[src/rtl/jk_modn_updown_counter.sv]
// jk_modn_updown_counter
// Run-time selectable modulo-N up/down counter with synchronous load,
// count enable, combinational terminal count and a sticky load-error flag.
//
// Build option: define JK_MODN_STRUCT_EN to build the q register from
// per-bit JK flip-flop cells (jk_modn_jk_cell / jk_modn_jk_cell_pre).
// Without it, q is a plain behavioural register. Cycle behaviour of q, tc
// and err is identical in both builds.
//
// Count range is 0..LAST, where LAST = mod_n-1, or all-ones when mod_n = 0.
// Per-edge priority: reset > load > en > hold.
module jk_modn_updown_counter #(
    parameter int          WIDTH     = 4,
    parameter int unsigned RESET_VAL = 0
) (
    input  logic             clk,
    input  logic             reset,
    input  logic             en,
    input  logic             up_dn,
    input  logic             load,
    input  logic [WIDTH-1:0] load_val,
    input  logic [WIDTH-1:0] mod_n,
    output logic [WIDTH-1:0] q,
    output logic             tc,
    output logic             err
);

    localparam logic [WIDTH-1:0] RESET_Q = RESET_VAL[WIDTH-1:0];
    localparam logic [WIDTH-1:0] ONE     = {{(WIDTH-1){1'b0}}, 1'b1};

    logic [WIDTH-1:0] last;
    logic             at_top;
    logic             at_bottom;
    logic             wrap;
    logic             load_ok;
    logic [WIDTH-1:0] q_next;

    // Highest valid count value; mod_n = 0 selects the full 2^WIDTH range,
    // which the WIDTH-bit subtraction already yields as all-ones.
    always_comb begin
        last = mod_n - ONE;
    end

    // Wrap detection. The "q > last" terms catch a modulus that was reduced
    // below the current count; the next enabled step wraps back into range.
    always_comb begin
        at_top    = (q >= last);
        at_bottom = (q == '0) || (q > last);
        wrap      = up_dn ? at_top : at_bottom;
        load_ok   = (load_val <= last);
    end

    // Terminal count: high exactly in the cycle whose edge wraps q, so it can
    // drive the enable of the next cascaded stage.
    always_comb begin
        tc = en & ~load & wrap;
    end

    // Next-state selection with load taking priority over counting.
    always_comb begin
        q_next = q;
        if (load) begin
            q_next = load_ok ? load_val : '0;
        end else if (en) begin
            if (up_dn) begin
                q_next = at_top ? '0 : (q + ONE);
            end else begin
                q_next = at_bottom ? last : (q - ONE);
            end
        end
    end

    // Sticky error: set by an out-of-range load, cleared only by reset.
    always_ff @(posedge clk or posedge reset) begin
        if (reset) begin
            err <= 1'b0;
        end else if (load && !load_ok) begin
            err <= 1'b1;
        end
    end

`ifdef JK_MODN_STRUCT_EN

    logic [WIDTH-1:0] toggle;
    logic [WIDTH-1:0] jk_j;
    logic [WIDTH-1:0] jk_k;
    logic             use_sr;

    // Plain counting steps drive J = K = toggle. Loads and wraps jump to an
    // arbitrary target, so those use the set/reset form of J/K instead.
    // Both forms land on q_next; the split mirrors how the cells are used.
    always_comb begin
        toggle = q_next ^ q;
        use_sr = load | (en & wrap);
        if (use_sr) begin
            jk_j = q_next & ~q;
            jk_k = ~q_next & q;
        end else begin
            jk_j = toggle;
            jk_k = toggle;
        end
    end

    // One JK cell per bit; bits whose reset value is 1 use the preset cell.
    for (genvar i = 0; i < WIDTH; i++) begin : g_bit
        if (RESET_Q[i]) begin : g_pre
            jk_modn_jk_cell_pre u_cell (
                .clk   (clk),
                .reset (reset),
                .j     (jk_j[i]),
                .k     (jk_k[i]),
                .q     (q[i])
            );
        end else begin : g_clr
            jk_modn_jk_cell u_cell (
                .clk   (clk),
                .reset (reset),
                .j     (jk_j[i]),
                .k     (jk_k[i]),
                .q     (q[i])
            );
        end
    end

`else

    // Behavioural count register with asynchronous reset to RESET_VAL.
    always_ff @(posedge clk or posedge reset) begin
        if (reset) begin
            q <= RESET_Q;
        end else begin
            q <= q_next;
        end
    end

`endif

endmodule

`ifdef JK_MODN_STRUCT_EN

// JK flip-flop cell, asynchronous clear to 0.
module jk_modn_jk_cell (
    input  logic clk,
    input  logic reset,
    input  logic j,
    input  logic k,
    output logic q
);

    // Standard JK truth table: hold, reset, set, toggle.
    always_ff @(posedge clk or posedge reset) begin
        if (reset) begin
            q <= 1'b0;
        end else begin
            case ({j, k})
                2'b01:   q <= 1'b0;
                2'b10:   q <= 1'b1;
                2'b11:   q <= ~q;
                default: q <= q;
            endcase
        end
    end

endmodule

// JK flip-flop cell, asynchronous preset to 1.
module jk_modn_jk_cell_pre (
    input  logic clk,
    input  logic reset,
    input  logic j,
    input  logic k,
    output logic q
);

    // Same JK truth table, reset drives the cell to 1.
    always_ff @(posedge clk or posedge reset) begin
        if (reset) begin
            q <= 1'b1;
        end else begin
            case ({j, k})
                2'b01:   q <= 1'b0;
                2'b10:   q <= 1'b1;
                2'b11:   q <= ~q;
                default: q <= q;
            endcase
        end
    end

endmodule

`endif
[config.mk]
export PLATFORM = sky130hd
export DESIGN_NAME = jk_modn_updown_counter
export DESIGN_NICKNAME = d
export VERILOG_FILES = /design/src/rtl/jk_modn_updown_counter.sv
export SDC_FILE = /design/constraint.sdc
export NUM_CORES = 1
export LEC_CHECK = 0
export BUFFER_PORTS_ARGS = -buffer_cell sky130_fd_sc_hd__buf_2
export CAP_MARGIN = 20
export CORE_MARGIN = 2
export CORE_UTILIZATION = 50
export DETAILED_ROUTE_END_ITERATION = 10
export PLACE_DENSITY = 0.87
export SYNTH_ARGS = -nofsm -noshare
export SYNTH_HDL_FRONTEND = slang
export SYNTH_SLANG_ARGS = --single-unit
[constraint.sdc]
create_clock -name clk -period 2.2 [get_ports clk]
set_input_delay 0.11 -clock clk [delete_from_list [all_inputs] [get_ports clk]]
set_output_delay 0.11 -clock clk [all_outputs]
set_load 0.02 [all_outputs]
==> results of run 1 <==
## through the flow
| stage | instances | hold WS [ns] | total power, mW |
|---|---|---|---|
| global placement | 113 | 0.01510 | 0.6121 |
| floorplan | 76 | -0.1115 | 0.4940 |
| global route | 118 | 0.1813 | 0.8121 |
| finish | 118 | 0.1716 | 0.7606 |
| detailed placement | 113 | 0.02062 | 0.6331 |
| CTS | 118 | 0.1668 | 0.7494 |
## synthesized netlist by cell type, drive strengths merged (2+ instances only)
cell type / count
nor2: 2
mux2: 3
nor3b: 3
o21bai: 2
o21ai: 5
nand2b: 2
dfrtp: 5
o21a: 2
nor2b: 2
a222oi: 3
ha: 11
xnor2: 7
o22ai: 2
nor3: 3
nand4: 2
nand3: 3
inv: 8
## power by group
group	switching, mW	leakage [nW]	internal [mW]
sequential	0.0173	0.0594	0.112
combinational	0.284	0.347	0.239
clock	0.0401	0.0150	0.0687
total	0.341	0.421	0.419
## cell type report
| type | instances | area [um2] | share of cell area [%] |
|---|---|---|---|
| Clock buffer | 4 | 26.28 | 2.929 |
| Timing Repair Buffer | 25 | 145.1 | 16.18 |
| Tap cell | 15 | 18.77 | 2.092 |
| Inverter | 8 | 30.03 | 3.347 |
| Sequential cell | 5 | 125.1 | 13.95 |
| Multi-Input combinational cell | 61 | 551.8 | 61.51 |
## how the worst max path moves through the flow
stage | from | endpoint | slack, ns | depth (start not counted)
floorplan | q[0] | tc | 0.07 | 7
global route | q[0] | tc | -0.009 | 8
detailed placement | mod_n[0] | q[0] | -0.04 | 9
global placement | mod_n[0] | q[2] | 0.01 | 9
CTS | q[0] | q[0] | 0.07 | 6
finish | q[0] | tc | 0.09 | 7
## state kept, by name (all words and copies together) (netlist names)
name / cells
err: 1
q: 4
## cell families after synthesis
logic type | count (synthesis) | share of synthesized area [%]
mux | 3 | 4.720
xor+xnor | 8 | 10.84
simple gates | 20 | 19.23
flops | 5 | 17.48
compound gates | 18 | 20.63
fa+ha+maj | 12 | 20.80
buf+inv | 10 | 6.293
## layer usage
| layer | track usage (%) | wire length [um] | vias to the layer above |
|---|---|---|---|
| met3 | 1.739 | 134 | 4 |
| met1 | 29.87 | 792 | 311 |
| li1 | - | - | 336 |
| met2 | 36.56 | 957 | 35 |
| met4 | 14.84 | 26 | 0 |
| met5 | 0 | 0 | - |
## what timing repair did
item / in CTS / in global routing
hold endpoints to repair: 5 / 0
gates resized for setup: 0 / 2
hold buffers: 1 / 0
endpoints found under the setup margin: 0 / 2
buffers inserted: 0 / 0
## worst min-delay path, cell delays in order
cell and delay [ns]:
buf_2 0.10, a222oi_1 0.09, o21ai_1 0.07
==> impl_metrics.ini, run 1 <==
[sta]
fin_crit_sh_pct = 95.80
tns_ns = 0
slew_headroom_pct = 72.11
setup_ws_ns = 0.09231
period_needed_ns = 2.108
worst_pin_slew_ns = 0.4153
slew_viol_final = 0
setup_viol = 0
hold_viol = 0
fmax_mhz = 474.5
clock_skew_ns = 0.0009828

[global_routing]
antenna_found_initial = 0
track_usage_pct = 23.06
grt_max_degree = 8
grt_pass1_vias = 711
grt_pass1_wl_um = 3084
grt-ovfl-total = 0

[finish]
final_common_cell = buf_2
final_area_um2 = 897.1
final_cell_mix = buf_2, ha_1, inv_1, xnor2_1, buf_4
fill_cells = 102
post_route_cells_drive_above_1_share_pct = 33.98
syn_to_final_growth_pct = 25.35
num-nets-final = 128
postLayoutCoreUtil_pct = 68.09
antenna_cells = 0

[synth]
synthTopCellsByArea = ha_1, dfrtp_1, xnor2_1, mux2_1, a222oi_1
synth_warnings = 0
seq_area_frac_synth_pct = 17.48
ys_ff_latch = 5
synth-edff-count = 0
synth.distinct_cells = 33
syn_inst = 76
synth.avg_cell_area_um2 = 9.417
synthArstFlopShare_pct = 100.0
syn-cell-area_um2 = 715.7
ys.flop_type = dfrtp_1
syn_nets = 100
yosysTopAreaCell = ha_1
yosysTopAreaCellShare_pct = 19.23

[worst_setup_path]
worst_path_max_delay_cell = or3b_4
reg2regPathDepth = 7
slowest_delay_ns = 0.40
r2r_start = q[0]
critPathLaunchType = flop
crit_arrival_ns = 2.00
rrSetupSlack_ns = 0.18
required_ns = 2.09
setup.worst_path.class = flop to primary output
cp_cell_sequence = inv_1, ha_1, nand2_1, or3b_4, a221oi_2, nor3b_1, buf_2
crit_buf_inv = 2
crit_family = simple AND/OR/NAND/NOR gates
worst_setup_path_end_kind = primary output
crit_fanout = 4
timing.rr.end = q[3]

[clock_tree]
worst_skew_pair.late_latency_ns = 0.24
clk_path_buf_depth = 2
numCtsBuffers = 3
root_buffer = clkbuf_4
cts_tree = built
h-tree-depth = 1
path_clk_slew_ns = 0.05
cts.sinks = 5

[status]
status = finished clean

[placed_design]
dp_hpwl_um = 1567
numPortBuffers = 18
place.gp.congestion = 0.9580
place_area_um2 = 854.6
pre_cts_ws_ns = -0.03632

[floorplanning]
die-area_um2 = 1750
dieHeight_um = 41.84
start_util_pct = 54.32
dieWidth_um = 41.84
rows = 13
pin_count = 19
coreArea_um2 = 1318

[run]
drv_cap = 0

[route]
avgRoutedWirePerCell_um = 16.19
drt-pass1-iter-count = 4
routed_wl_um = 1910
vias = 686
drtIter0Drc = 35
drc = 0
drtAntennaViolNets = 0
vias_per_cell = 5.814

[hold_path]
min_delay_path_depth = 3
min_path_type = input port to flop
worst_hold_startpoint = load_val[1]
whs_endpoint = q[1]

[power_and_ir_drop]
cellPowerDensity_nw_per_um2 = 847.8
ir_worst_vdd_mv = 0.4956
p_leak_nw = 0.4211
No activity file was read; power rests on OpenSTA's default activity.
==> run 2: changes to the inputs <==
- ABC_AREA: default -> 1
==> impl_metrics.ini, run 2 <==
[status]
status = finished clean

[clock_tree]
cts_tree = built
cts.repair.resized = 0
numCtsBuffers = 3
h-tree-depth = 1
worst_skew_pair.late_latency_ns = 0.23
clk_path_buf_depth = 2
cts.sinks = 5
root_buffer = clkbuf_4
path_clk_slew_ns = 0.04

[worst_setup_path]
required_ns = 2.09
worst_setup_path_end_kind = primary output
setup.worst_path.class = flop to primary output
critPathLaunchType = flop
crit_fanout = 7
crit_arrival_ns = 1.94

[power_and_ir_drop]
pwr-share-comb_pct = 59.0
swShare_pct = 47.49
intPower_mw = 0.3129
ir_worst_vdd_mv = 0.4090
fin_total_pwr_mw = 0.5959
p_sw_mw = 0.2830
seq_power_share_pct = 24.1
p_clk_share_pct = 17.0
p_leak_nw = 0.5133
cellPowerDensity_nw_per_um2 = 678.5

[sta]
tns_ns = 0
clock_skew_ns = 0.0007978
setup_ws_ns = 0.1485
fin_crit_sh_pct = 93.25
hold_viol = 0
slew_headroom_pct = 71.00
rsz0062_at_grt = no
fmax_mhz = 487.5
slew_viol_final = 0
period_needed_ns = 2.051
worst_pin_slew_ns = 0.4351
setup_viol = 0

[route]
drtIter0Drc = 22
drc = 0
vias = 792
drtAntennaViolNets = 0
drt-pass1-iter-count = 4
vias_per_cell = 5.280
avgRoutedWirePerCell_um = 10.87
routed_wl_um = 1630

[synth]
synthArstFlopShare_pct = 100.0
synthTopCellsByArea = ha_1, dfrtp_1, nand2_1, nand3_1, inv_1
synth_commonest_cells = nand2_1, inv_1, nand3_1
syn_nets = 136
ys.flop_type = dfrtp_1
yosysTopAreaCell = ha_1
seq_area_frac_synth_pct = 17.15
synth_most_common_cell = nand2_1
syn_inst = 112
synth.avg_cell_area_um2 = 6.513
synth.distinct_cells = 23
ys_ff_latch = 5
syn-cell-area_um2 = 729.5
synth_warnings = 0
yosysTopAreaCellShare_pct = 18.87
synth-edff-count = 0

[placed_design]
dp_hpwl_um = 1365
numPortBuffers = 18
place.gp.congestion = 0.8473
pre_cts_ws_ns = 0.2641

[global_routing]
grt_max_degree = 9
antenna_found_initial = 0
track_usage_pct = 19.45
grt_pass1_vias = 678
grt_pass1_wl_um = 2780
grt-ovfl-total = 0

[floorplanning]
pin_count = 19
die-area_um2 = 1780
coreArea_um2 = 1334
dieHeight_um = 42.20
start_util_pct = 54.69
rows = 13
dieWidth_um = 42.20

[finish]
regMostFlops = q
final_common_cell = nand2_1
largestRegisters = q x4, err x1
num-nets-final = 160
postLayoutCoreUtil_pct = 65.85
post_route_cells_drive_above_1_share_pct = 23.70
final_cell_mix = nand2_1, buf_2, inv_1, nand3_1, ha_1
largest_register_ffs = 4
antenna_cells = 0
syn_to_final_growth_pct = 20.41

[run]
drv_cap = 0

[hold_path]
min_path_type = input port to flop
==> run 2: changes by cell type after synthesis, sizes merged, moves of 3 or more <==
cell,change
o21ai,-3
nand3,+12
nor2,+9
nand2,+36
mux2,-3
xnor2,-5
inv,+7
nor3b,-3
a222oi,-3
a21oi,+3
==> run 2: per-layer routing <==
metal	vias to the layer above	share of wire, %	GRT usage (%)
met1	369	45	23.18
met2	14	51	36.62
li1	407	-	-
met5	-	0	0
met3	2	2.3	0.4310
met4	0	0.98	6.875
==> run 2: area by class of cell <==
class,instances,area [um2]
Sequential cell,5,125.1
Tap cell,15,18.77
Inverter,15,56.30
Multi-Input combinational cell,91,544.3
Clock buffer,4,26.28
Timing Repair Buffer,20,107.6
Fill cell,126,455.4
==> run 2: power groups by stage <==
stage	clock network [mW]	logic (mW)	registers, mW
after floorplan	0	0.255	0.150
after global placement	0	0.340	0.142
after detailed placement	0	0.350	0.143
after CTS	0.106	0.352	0.142
after global routing	0.111	0.403	0.147
final	0.101	0.351	0.143
==> run 2: cells by family (layout without fill, tap and decap cells) <==
logic type,count (synthesis),after routing,synth area share [%]
fa+ha+maj,11,11,18.87
flops,5,5,17.15
xor+xnor,5,5,6.005
buf+inv,16,39,8.232
compound gates,10,10,8.406
simple gates,65,65,41.34
==> run 2: stage by stage <==
stage	hold WS, ns	area (um2)	instances
2_1_floorplan	-0.1115	729.5	112
3_3_place_gp	0.003280	842.1	145
3_5_place_dp	0.005553	842.1	145
4_1_cts	0.1729	878.3	150
5_1_grt	0.1844	878.3	150
6_report	0.1761	878.3	150
==> run 2: critical path: stages, from the launching register on <==
cell and delay [ns]:
dfrtp_1 0.45, ha_1 0.34, inv_1 0.05, o21bai_1 0.12
nand3_1 0.11, nand2_2 0.09, nand2_2 0.10, nand2_4 0.10
o21ai_0 0.08, nor2_1 0.11, buf_2 0.17
==> run 2: path summary, 6_finish.rpt <==
kind,start,to,slack [ns],cells past startpoint
worst max-delay path,q[1],tc,0.15,10
worst min-delay path,load,err,0.18,2
worst max register to register,q[1],q[2],0.43,12
worst min register to register,err,err,0.45,1
max in group asynchronous,reset,q[3],1.73,3
min in group asynchronous,reset,q[0],0.31,3
==> run 2: repair_timing <==
item / 4_1_cts / 5_1_grt
hold endpoints to repair: 5 / 0
buffers inserted: 0 / 0
hold buffers: 1 / 0
